## src/rtl/simd_add_sub.sv

```systemverilog
`default_nettype none
// ============================================================================
// Module   : simd_add_sub
// Purpose  : Packed-lane adder/subtractor. The operand words are split into
//            LANES independent lanes of LANE_W bits. Each lane does a wrapping
//            or saturating add/sub, signed or unsigned. The result is returned
//            LATENCY cycles after an accepted start, together with a
//            one-cycle is_done pulse and per-lane overflow flags.
// Ports    : clk     - clock, all logic on posedge
//            rst     - synchronous active-high reset
//            start   - request, accepted when start=1 and ready=1
//            op      - 00 add-wrap, 01 sub-wrap, 10 add-sat, 11 sub-sat
//            in1/in2 - packed operands, lane i = [i*LANE_W +: LANE_W]
//            ready   - unit can accept start
//            out     - packed result, held until the next completion
//            ovf     - per-lane overflow flag, bit i = lane i
//            is_done - one-cycle pulse, out/ovf updated this cycle
// Revision : 1.0 - initial release
// ============================================================================
module simd_add_sub #(
  parameter int LANES   = 2,
  parameter int LANE_W  = 4,
  parameter int LATENCY = 2,
  parameter int SIGNED  = 1
) (
  input  logic                      clk,
  input  logic                      rst,
  input  logic                      start,
  input  logic [1:0]                op,
  input  logic [LANES*LANE_W-1:0]   in1,
  input  logic [LANES*LANE_W-1:0]   in2,
  output logic                      ready,
  output logic [LANES*LANE_W-1:0]   out,
  output logic [LANES-1:0]          ovf,
  output logic                      is_done
);

  localparam int C_DW    = LANES * LANE_W;
  localparam int C_CNT_W = (LATENCY > 1) ? $clog2(LATENCY) : 1;

  typedef enum logic [0:0] {
    IDLE = 1'b0,
    BUSY = 1'b1
  } state_t;

  state_t             r_state;
  state_t             w_state_nxt;
  logic               w_accept;
  logic               w_finish;
  logic [C_CNT_W-1:0] r_cnt;
  logic [C_DW-1:0]    r_in1;
  logic [C_DW-1:0]    r_in2;
  logic [1:0]         r_op;
  logic [C_DW-1:0]    w_out;
  logic [LANES-1:0]   w_ovf;

  // --------------------------------------------------------------------------
  // Control FSM
  // --------------------------------------------------------------------------
  always_ff @(posedge clk) begin
    if (rst) begin
      r_state <= IDLE;
    end else begin
      r_state <= w_state_nxt;
    end
  end

  always_comb begin
    w_state_nxt = r_state;
    w_accept    = 1'b0;
    w_finish    = 1'b0;
    case (r_state)
      IDLE: begin
        if (start) begin
          w_accept    = 1'b1;
          w_state_nxt = BUSY;
        end
      end
      BUSY: begin
        if (r_cnt == '0) begin
          w_finish    = 1'b1;
          w_state_nxt = IDLE;
        end
      end
      default: w_state_nxt = IDLE;
    endcase
  end

  // ready is high in the is_done cycle, so a held start is taken back-to-back.
  assign ready = (r_state == IDLE);

  // --------------------------------------------------------------------------
  // Operand capture, latency counter and result registers
  // --------------------------------------------------------------------------
  always_ff @(posedge clk) begin
    if (rst) begin
      r_cnt   <= '0;
      r_in1   <= '0;
      r_in2   <= '0;
      r_op    <= '0;
      out     <= '0;
      ovf     <= '0;
      is_done <= 1'b0;
    end else begin
      is_done <= w_finish;
      if (w_accept) begin
        r_in1 <= in1;
        r_in2 <= in2;
        r_op  <= op;
        r_cnt <= C_CNT_W'(LATENCY - 1);
      end else if ((r_state == BUSY) && (r_cnt != '0)) begin
        r_cnt <= r_cnt - C_CNT_W'(1);
      end
      if (w_finish) begin
        out <= w_out;
        ovf <= w_ovf;
      end
    end
  end

  // --------------------------------------------------------------------------
  // Per-lane arithmetic on the captured operands. Each lane computes the exact
  // result at LANE_W+1 bits; there is no carry/borrow between lanes.
  // --------------------------------------------------------------------------
  for (genvar gi = 0; gi < LANES; gi++) begin : g_lane
    logic [LANE_W-1:0] w_a;
    logic [LANE_W-1:0] w_b;
    logic [LANE_W:0]   w_ea;
    logic [LANE_W:0]   w_eb;
    logic [LANE_W:0]   w_exact;
    logic              w_lane_ovf;
    logic [LANE_W-1:0] w_sat;

    assign w_a = r_in1[gi*LANE_W +: LANE_W];
    assign w_b = r_in2[gi*LANE_W +: LANE_W];

    if (SIGNED != 0) begin : g_signed
      assign w_ea = {w_a[LANE_W-1], w_a};
      assign w_eb = {w_b[LANE_W-1], w_b};
      // Out of range exactly when the two top bits of the exact result differ;
      // the top bit then gives the true sign, selecting the clamp direction.
      assign w_lane_ovf = w_exact[LANE_W] ^ w_exact[LANE_W-1];
      assign w_sat      = w_exact[LANE_W] ? {1'b1, {(LANE_W-1){1'b0}}}
                                          : {1'b0, {(LANE_W-1){1'b1}}};
    end else begin : g_unsigned
      assign w_ea = {1'b0, w_a};
      assign w_eb = {1'b0, w_b};
      // Top bit is carry-out for add and borrow (A<B) for sub.
      assign w_lane_ovf = w_exact[LANE_W];
      assign w_sat      = r_op[0] ? {LANE_W{1'b0}} : {LANE_W{1'b1}};
    end

    assign w_exact = r_op[0] ? (w_ea - w_eb) : (w_ea + w_eb);

    assign w_out[gi*LANE_W +: LANE_W] = (r_op[1] && w_lane_ovf) ? w_sat
                                                                 : w_exact[LANE_W-1:0];
    assign w_ovf[gi] = w_lane_ovf;
  end

endmodule
`default_nettype wire

```

## config.mk

```make
export PLATFORM = sky130hd
export DESIGN_NAME = simd_add_sub
export DESIGN_NICKNAME = d
export VERILOG_FILES = /design/src/rtl/simd_add_sub.sv
export SDC_FILE = /design/constraint.sdc
export NUM_CORES = 1
export LEC_CHECK = 0
export ABC_AREA = 1
export CAP_MARGIN = 20
export CORE_MARGIN = 10
export CORE_UTILIZATION = 32
export CTS_CLUSTER_SIZE = 8
export DETAILED_ROUTE_END_ITERATION = 12
export SYNTH_ARGS = -nofsm -noshare
export SYNTH_HDL_FRONTEND = slang
export SYNTH_SLANG_ARGS = --single-unit
```

## constraint.sdc

```tcl
create_clock -name clk -period 2.61 [get_ports clk]
set_clock_uncertainty 0.1 [all_clocks]
set_input_delay 0.261 -clock clk [delete_from_list [all_inputs] [get_ports clk]]
set_output_delay 0.261 -clock clk [all_outputs]
set_load 0.02 [all_outputs]
```

======== After elaboration in Yosys (flattened, before gate mapping) ========
Index checks and enable logic that the tools add are counted.
storage, ports and cells
  logic and storage cells ................. 34
  register bits ........................... 31
  output and inout port bits .............. 12
  input port bits ......................... 21
operators by class
  multiplexer cells ....................... 14
  bitwise gates (word level) .............. 3
  add/sub/neg operators ................... 5
  reductions and logical operators ........ 4
operators with widths
  operator             number
  $mux 4               4
  $add 4x4->5          2
  $mux 5               2
  $sub 4x4->5          2
  $mux 1               7
  $logic_and 1x1->1    3
  $pmux 1 s2           1
  $reduce_bool 2->1    1
  $xor 1x1->1          2
  $not 1->1            1
  $sub 1x1->1 const B  1

======== Logic depth before layout (Yosys ltp) ========
Gate-level depths: netlist of the first run.
  word-level depth ........................ 5
  gate-level depth with buffers ........... 16
  mapped depth without buffers ............ 16

======== Least setup slack after synthesis of the first run ========
OpenSTA, ideal clock, no wires.
  path type ............................... register to register
  start ................................... register r_op[0]
  end ..................................... register out[4]
  setup time .............................. 0.122 ns
  required time ........................... 2.388 ns
  slack ................................... 0.479 ns
  arrival ................................. 1.909 ns
  period minus slack after synthesis ...... 2.131 ns
  cell stages (with the launch flop) ...... 16
  buffers on the path ..................... 1
  cell sequence ........................... dfxtp_1 > clkbuf_1 > a31oi_1 > xor2_1 > inv_1 > ha_1 > nand2_1 > nand2_1 > nor2_1 > inv_1 > nand3_1 > nand2_1 > nand3_1 > nand2_1 > inv_2 > a21oi_2
between the ends
  word-level cells in the longest chain between the ends .. 4
  elaborated cells between the ends (all ways) .. 5
  those cells by class .................... 3 x mux; 1 x bitwise; 1 x reduce/logical
ends and longest elaborated chain
  element                 line  text
  start, declared         53    logic [1:0] r_op;
  start signal, assigned  109   r_op <= op;
  $mux 5 *                153   assign w_exact = r_op[0] ? (w_ea - w_eb) : (w_ea + w_eb);
  $xor 1x1->1             142   assign w_lane_ovf = w_exact[LANE_W] ^ w_exact[LANE_W-1];
  $logic_and 1x1->1       155   assign w_out[gi*LANE_W +: LANE_W] = (r_op[1] && w_lane_ovf) ? w_sat
  $mux 4 *                155
  end signal, assigned    115   out <= w_out;
  end, declared           33    output logic [LANES*LANE_W-1:0] out,
Every way passes the cells marked *; elsewhere a longest branch is shown, timed or not.
A chain may end at the register's enable or synchronous reset.

======== Worst setup path after layout of the first run ========
  start ................................... register r_in2[4]
  end ..................................... register out[5]
between the ends
  word-level cells in the longest chain between the ends .. 5
  elaborated cells between the ends (all ways) .. 7
  those cells by class .................... 2 x add/sub; 3 x mux; 1 x bitwise; 1 x reduce/logical
ends and longest elaborated chain
  element                                     line  text
  start, declared                             52    logic [C_DW-1:0] r_in2;
  start signal, assigned                      108   r_in2 <= in2;
  $add 4x4->5 or $sub 4x4->5 (tied branches)  153
  $mux 5 *                                    153
  $xor 1x1->1                                 142
  $logic_and 1x1->1                           155
  $mux 4 *                                    155
Marks and branches as above.

==> metrics.md, run 1 <==
| Metric | Value |
|---|---|
| Status | `completed` |
| Top post-synthesis cells by area | `dfxtp_1 (36%), nand2_1 (8.9%), inv_1 (7.6%), o21ai_0 (7.5%), ha_1 (7.2%)` |
| P_sw | `0.0005091 W` |
| CTS Buf Count | `5` |
| Detail Placement HPWL | `2976 um` |
| Synth cell count leaders | `nand2_1 (41), inv_1 (35), dfxtp_1 (31)` |
| Yosys top cell by area | `dfxtp_1` |
| Dominant cell by count in the synthesized netlist | `nand2_1` |
| Vias/cell | `4.500` |
| I/O pin count | `33` |
| Hold buffers post-CTS | `0` |
| Post-CTS Setup Inserts | `0` |
| Gr ovfl total | `0` |
| Critical path type | `register to register` |
| Post-DRT Antenna Nets | `0` |
| Top cell type's share of synthesized area | `35.84%` |
| Worst vdd ir | `0.0002338 V` |
| Root Driver | `clkbuf_8` |
| Element type at the critical path start | `register` |
| First-pass GRT wire length | `6472 um` |
| Routed WL | `3764 um` |
| Setup violators final | `0` |
| Mapped cell area | `0.001732 sq mm` |
| Mapped Cells | `243` |
| YS warnings | `0` |
| Worst Setup Slack, final | `0.3015 ns` |
| Max Cap Violations | `0` |
| Pwr dens | `644.3 mW/mm^2` |
| Proportion of layout cells with a drive suffix above 1 | `10.36%` |
| Commonest register cell after synthesis | `dfxtp_1` |
| Synth unique cells | `25` |
| Port bufs | `32` |
| GP Congestion | `0.7082` |
| Final std cells w/o fill | `350` |
| Worst hold path type | `register to register` |
| Final Hold Viols | `0` |
| DP Cell Count | `342` |
| Initial antenna violation count | `0` |
| Syn_nets | `276` |
| Initial Utilization | `33.48%` |
| Internal power | `0.0009306 W` |
| DR WL/cell | `10.75 um` |
| Total number of vias | `1575` |
| Final Cycle Share | `88.45%` |
| Mapped Avg Cell Area | `7.126 sq um` |
| Die H | `93.56 um` |
| Vias in the first global route | `1462` |
| Setup TNS | `0 ns` |
| Utilization after layout | `43.20%` |
| Post-synth EDFFs | `0` |
| Comb pwr share | `37.0%` |
| Unrepaired setup endpoints after global routing | `false` |
| Horiz. Die Dim | `93.56 um` |
| Clk pwr share | `24.6%` |
| CTS tree | `done` |
| # fillers | `545` |
| Tot GR Track Use | `9.158%` |
| Leakage | `1.013 nW` |
| Design Power | `0.001440 W` |
| Critical Path RT | `2.67 ns` |
| Arrival time worst endpoint | `2.37 ns` |
| Final max-slew violation count | `0` |
| Core area | `0.005172 sq mm` |
| Sinks on Clock Net | `31` |
| Number of cell rows | `26` |
| Ant diodes | `0` |
| Nets@finish | `312` |
| Critical Path End Type | `register` |
| Sw frac | `35.36%` |
| Synth Register Bits | `31` |
| Sequential area share after synthesis | `35.84%` |
| H-tree levels | `2` |
| Clock Latency Late Sink | `0.27 ns` |
| Critical Path Fanout Max | `3` |
| DR iter-0 viols | `42` |
| F_max | `433.2 MHz` |
| Largest net degree at the start of global routing | `29` |
| Async set-reset flop share out of synthesis | `0%` |
| Clk slew on worst S/H paths | `0.06 ns` |
| Deepest clock path buffer count | `2` |
| Worst-Margin Slew | `0.4547 ns` |
| First-pass DRT Iterations | `4` |
| Share of power burned in registers | `38.4%` |
| Pre-CTS worst setup slack | `0.2127 ns` |
| DRC Markers | `0` |
| Total Die Area | `0.008753 sq mm` |
| Area Growth Syn to Fin | `29.05%` |
| Min Tclk post-route | `2.308 ns` |
| Max_slew headroom | `69.64%` |
## cells in the final DEF (no fill, tap or decap), types with 5 or more instances in the layout
cell             netlist  routed
nand2_1               41      41
nand3_1               24      24
a21oi_1               15      14
nor2_1                22      21
clkdlybuf4s50_1        0      32
a21oi_2                6       7
inv_1                 35      35
clkbuf_8               0       5
o21ai_0               26      25
ha_1                  10      10
dfxtp_1               31      31
## metal layers
| layer | GRT usage, % | routed length, um |
|---|---|---|
| met1 | 10.98 | 1822 |
| met4 | 4.557 | 67 |
| met5 | 0 | 0 |
| met2 | 14.44 | 1644 |
| met3 | 2.878 | 229 |
## registers in the layout (all words and copies together) (netlist names)
name and count:
r_in1 8, r_cnt 1, r_state 1, r_in2 8
r_op 2, out 8, ovf 2, is_done 1
## per-stage QoR
stage | area (sq um) | hold WS, ns
finish | 2235 | 0.3562
global route | 2235 | 0.3821
CTS | 2223 | 0.3603
detailed placement | 2142 | 0.3511
global placement | 2142 | 0.3466
floorplan | 1732 | 0.2378
## what timing repair did
action	in CTS	in global routing
resized for setup	0	4
setup endpoints to repair	0	3
endpoints found under the hold margin	0	0
## final timing paths
check | startpoint | endpoint | slack (ns) | cells after the start
hold / removal | r_in1[4] | r_in1[4] | 0.36 | 2
setup reg to reg | r_in2[4] | out[5] | 0.30 | 13
setup / recovery | r_in2[4] | out[5] | 0.30 | 13
hold reg to reg | r_in1[4] | r_in1[4] | 0.36 | 2
## layout make-up
| cell class | count | area [sq um] | share of cell area (%) |
|---|---|---|---|
| multi-input cells | 167 | 952.2 | 42.61 |
| flip-flops and latches | 31 | 620.6 | 27.77 |
| clock buffers | 7 | 76.32 | 3.415 |
| well taps | 70 | 87.58 | 3.919 |
| repair buffers | 36 | 350.3 | 15.68 |
| clock inverters | 1 | 5.005 | 0.2240 |
| inverters | 38 | 142.6 | 6.383 |
## critical path, cell delays in order, from the launching register on
cell and delay (ns):
dfxtp_1 0.35, inv_1 0.08, ha_1 0.28, inv_1 0.05, o21ai_1 0.09, fa_1 0.47
nor2_1 0.15, nor2_2 0.06, inv_1 0.06, nand3_1 0.10, nand3_1 0.12, nand3_1 0.12
nand2_1 0.11, a21oi_2 0.05
## power groups by stage
stage / sequential [W] / clock [W] / combinational (W)
6_report: 0.000552 / 0.000355 / 0.000533
2_1_floorplan: 0.000577 / 0 / 0.000363
5_1_grt: 0.000558 / 0.000399 / 0.000611
3_3_place_gp: 0.000561 / 0 / 0.000520
3_5_place_dp: 0.000562 / 0 / 0.000529
4_1_cts: 0.000552 / 0.000373 / 0.000531
## cells by family (layout without fill, tap and decap cells)
logic type	after synthesis	count (layout)	synth area share, %
xor gates and xnor gates	4	4	2.023
DFF	31	31	35.84
adders and majority gates	12	12	9.538
and+or+nand+nor	97	97	25.00
AOI/OAI and AO/OA	54	54	17.77
buffers and inverters	45	82	9.826
Note: power is estimated with default switching activity, not from simulation.
==> inputs of run 2 (changes only) <==
--- a/config.mk
+++ b/config.mk
@@ -11,6 +11,7 @@
 export CORE_UTILIZATION = 32
 export CTS_CLUSTER_SIZE = 8
 export DETAILED_ROUTE_END_ITERATION = 12
+export SKIP_CTS_REPAIR_TIMING = 1
 export SYNTH_ARGS = -nofsm -noshare
 export SYNTH_HDL_FRONTEND = slang
 export SYNTH_SLANG_ARGS = --single-unit
==> results of run 2 <==
Final layout, timing and power as in run 1 (identical DEF).
==> inputs of run 3 (changes only) <==
--- a/config.mk
+++ b/config.mk
@@ -5,7 +5,6 @@
 export SDC_FILE = /design/constraint.sdc
 export NUM_CORES = 1
 export LEC_CHECK = 0
-export ABC_AREA = 1
 export CAP_MARGIN = 20
 export CORE_MARGIN = 10
 export CORE_UTILIZATION = 32
==> metrics.md, run 3 <==
| Metric | Value |
|---|---|
| Final Cell Area | `0.002475 sq mm (+11%)` |
| Arrival time worst endpoint | `2.62 ns (+0.25 ns)` |
| Mapped Cells | `218 (-10%)` |
| Critical Path Fanout Max | `4 (+1)` |
| Tot GR Track Use | `9.161% (about the same)` |
| Worst Path Buf+Inv | `1 (-2)` |
| Final hold slack | `0.3580 ns (+0.001821 ns)` |
| DRC Markers | `0 (unchanged)` |
| H-tree levels | `2 (unchanged)` |
| Port bufs | `32 (unchanged)` |
| Synth unique cells | `44 (+76%)` |
| Critical Path RT | `2.71 ns (+0.04 ns)` |
| Largest net degree at the start of global routing | `20 (-31%)` |
| Total Die Area | `0.008908 sq mm (+1.8%)` |
| Element type at the critical path start | `register` |
| Mapped Avg Cell Area | `8.121 sq um (+14%)` |
| DR WL/cell | `11.92 um (+11%)` |
| # fillers | `553 (+1.5%)` |
| Post-DRT Antenna Nets | `0 (unchanged)` |
| Max Cap Violations | `0 (unchanged)` |
| Min Tclk post-route | `2.523 ns (+0.2142 ns)` |
| Sinks on Clock Net | `31 (unchanged)` |
| Most common cell after layout, fill and taps aside | `nand2_1` |
| Proportion of layout cells with a drive suffix above 1 | `20.91% (+11 points)` |
| Setup violators final | `0 (unchanged)` |
| CP max-delay cell | `fa_2` |
| Dominant cell by count in the synthesized netlist | `nand2_1` |
| Worst-Margin Slew | `0.6037 ns (+0.1489 ns)` |
| Nets@finish | `295 (-5.4%)` |
| GP Congestion | `0.8760 (+24%)` |
| Yosys top cell by area | `dfxtp_1` |
| Multi-input logic area | `0.001154 sq mm (+21%)` |
| Final Hold Viols | `0 (unchanged)` |
| Vias in the first global route | `1508 (+3.1%)` |
| CTS tree | `done` |
| Largest regs | `out x8, r_in1 x8, r_in2 x8` |
| Synth Register Bits | `31 (unchanged)` |
| Worst Setup Slack, final | `0.08729 ns (-0.2142 ns)` |
| Critical Path End Type | `register` |
| Synth cell count leaders | `nand2_1 (44), dfxtp_1 (31), a21oi_1 (26)` |
| CTS Buf Count | `5 (unchanged)` |
| Top cell type's share of synthesized area | `35.05% (-0.79 points)` |
| Leakage | `0.9475 nW (-6.4%)` |
| Critical path type | `register to register` |
| I/O pin count | `33 (unchanged)` |
| Commonest register cell after synthesis | `dfxtp_1` |
| YS warnings | `0 (unchanged)` |
| Clock Latency Late Sink | `0.28 ns (about the same)` |
| Clk slew on worst S/H paths | `0.06 ns (about the same)` |
| Ant diodes | `0 (unchanged)` |
| Initial Utilization | `32.55% (-0.93 points)` |
| Async set-reset flop share out of synthesis | `0% (unchanged)` |
| Post-synth EDFFs | `0 (unchanged)` |
| Number of cell rows | `27 (+3.8%)` |
| Crit path largest cell delay | `0.45 ns (-0.02 ns)` |
| First-pass DRT Iterations | `4 (unchanged)` |
| Pwr dens | `645.2 mW/mm^2 (+0.13%)` |
| First-pass GRT wire length | `6624 um (+2.3%)` |
| Horiz. Die Dim | `94.38 um (+0.88%)` |
| Most frequent cells in the layout | `nand2_1 (44), clkdlybuf4s50_1 (32), dfxtp_1 (28), a21oi_1 (25), nor2_1 (15)` |
| Mapped cell area | `0.001770 sq mm (+2.2%)` |
| Max_slew headroom | `59.66% (-10 points)` |
| Final Cycle Share | `96.66% (+8.2 points)` |
| CP cell instances | `inv_1 > ha_1 > mux2_4 > fa_2 > xor2_2 > a311o_1 > o21ai_1 > o22ai_1 > a311oi_2` |
| Unrepaired setup endpoints after global routing | `true` |
| Gr ovfl total | `0 (unchanged)` |
| Final max-slew violation count | `0 (unchanged)` |
| DR iter-0 viols | `27 (-36%)` |
| Total number of vias | `1569 (-0.38%)` |
| Cell family with the largest share of critical-path delay | `compound AO/OA/AOI/OAI gates` |
| Area Growth Syn to Fin | `39.79%` |
| Worst hold path type | `register to register` |
| Utilization after layout | `45.50% (+2.3 points)` |
| Reg2Reg Setup Slack | `0.09 ns (-0.21 ns)` |
| Pre-CTS worst setup slack | `0.01078 ns (-0.2019 ns)` |
| Routed WL | `3992 um (+6.1%)` |
| Design Power | `0.001597 W (+11%)` |
| Placed Area | `0.002217 sq mm (+3.5%)` |
| Core area | `0.005439 sq mm (+5.2%)` |
| Status | `completed` |
| Sequential area share after synthesis | `35.05% (-0.79 points)` |
| Die H | `94.38 um (+0.88%)` |
| Syn_nets | `251 (-9.1%)` |
| Detail Placement HPWL | `3001 um (+0.85%)` |
| Initial antenna violation count | `0 (unchanged)` |
| Top post-synthesis cells by area | `dfxtp_1 (35%), nand2_1 (9.3%), a21oi_1 (7.3%), ha_1 (7.1%), xnor2_1 (3.5%)` |
| F_max | `396.4 MHz (-8.5%)` |
| Root Driver | `clkbuf_8` |
| Vias/cell | `4.684 (+4.1%)` |
| Worst vdd ir | `0.0003074 V (+31%)` |
| Sequential cell area | `624.3 sq um (+0.60%)` |
| Deepest clock path buffer count | `2 (unchanged)` |
run 3: cell types whose count changed after synthesis, sizes merged, moves of 3 or more:
cell | before | now
o21ai | 26 | 3
nor3 | 1 | 7
nor2 | 24 | 16
nor2b | 0 | 5
nand3 | 26 | 2
inv | 38 | 14
mux2 | 0 | 3
nor4 | 0 | 3
a311oi | 0 | 3
xnor2 | 2 | 9
a21oi | 21 | 27
or2 | 0 | 3
run 3: cell families after synthesis:
kind of cell / Yosys count / share of synthesized area (%)
AOI/OAI and AO/OA: 47 / 17.95
xor gates and xnor gates: 12 / 6.785
adders and majority gates: 12 / 9.329
buffers and inverters: 24 / 5.583
DFF: 31 / 35.05
muxes: 3 / 1.908
and+or+nand+nor: 89 / 23.39
run 3: path summary, 6_finish.rpt:
path | end | cells past startpoint | from
max | out[6] | 9 | r_in2[4]
min | r_in1[4] | 2 | r_in1[4]
max reg2reg | out[6] | 9 | r_in2[4]
min reg2reg | r_in1[4] | 2 | r_in1[4]
run 3: layout make-up:
type	instances	share of cell area [%]
Multi-Input combinational cell	163	46.61
Clock inverter	2	1.416
Sequential cell	31	25.23
Inverter	14	2.123
Timing Repair Buffer	47	17.64
Clock buffer	6	3.337
Tap cell	72	3.640
run 3: metrics by stage:
stage	setup TNS (ns)	cells
finish	0	335
detailed placement	0	323
floorplan	0	218
global route	-0.05977	335
global placement	0	323
CTS	-0.01838	331
run 3: worst min-delay path, cell delays in order (launching register included):
cell,delay [ns]
dfxtp_1,0.31
nand2_1,0.05
a21oi_1,0.05
run 3: per-layer routing:
metal | part of all wire [%] | global-route usage (%) | vias up
met1 | 45 | 10.44 | 697
met5 | 0 | 0 | -
met2 | 47 | 14.82 | 41
li1 | - | - | 824
met4 | 1.7 | 4.430 | 0
met3 | 6.6 | 3.410 | 7
run 3: power breakdown:
group	internal (W)	total, W	switching, W
Sequential	0.000511	0.000537	0.0000263
Combinational	0.000290	0.000574	0.000285
Clock	0.000308	0.000485	0.000177
Total	0.00111	0.00160	0.000488
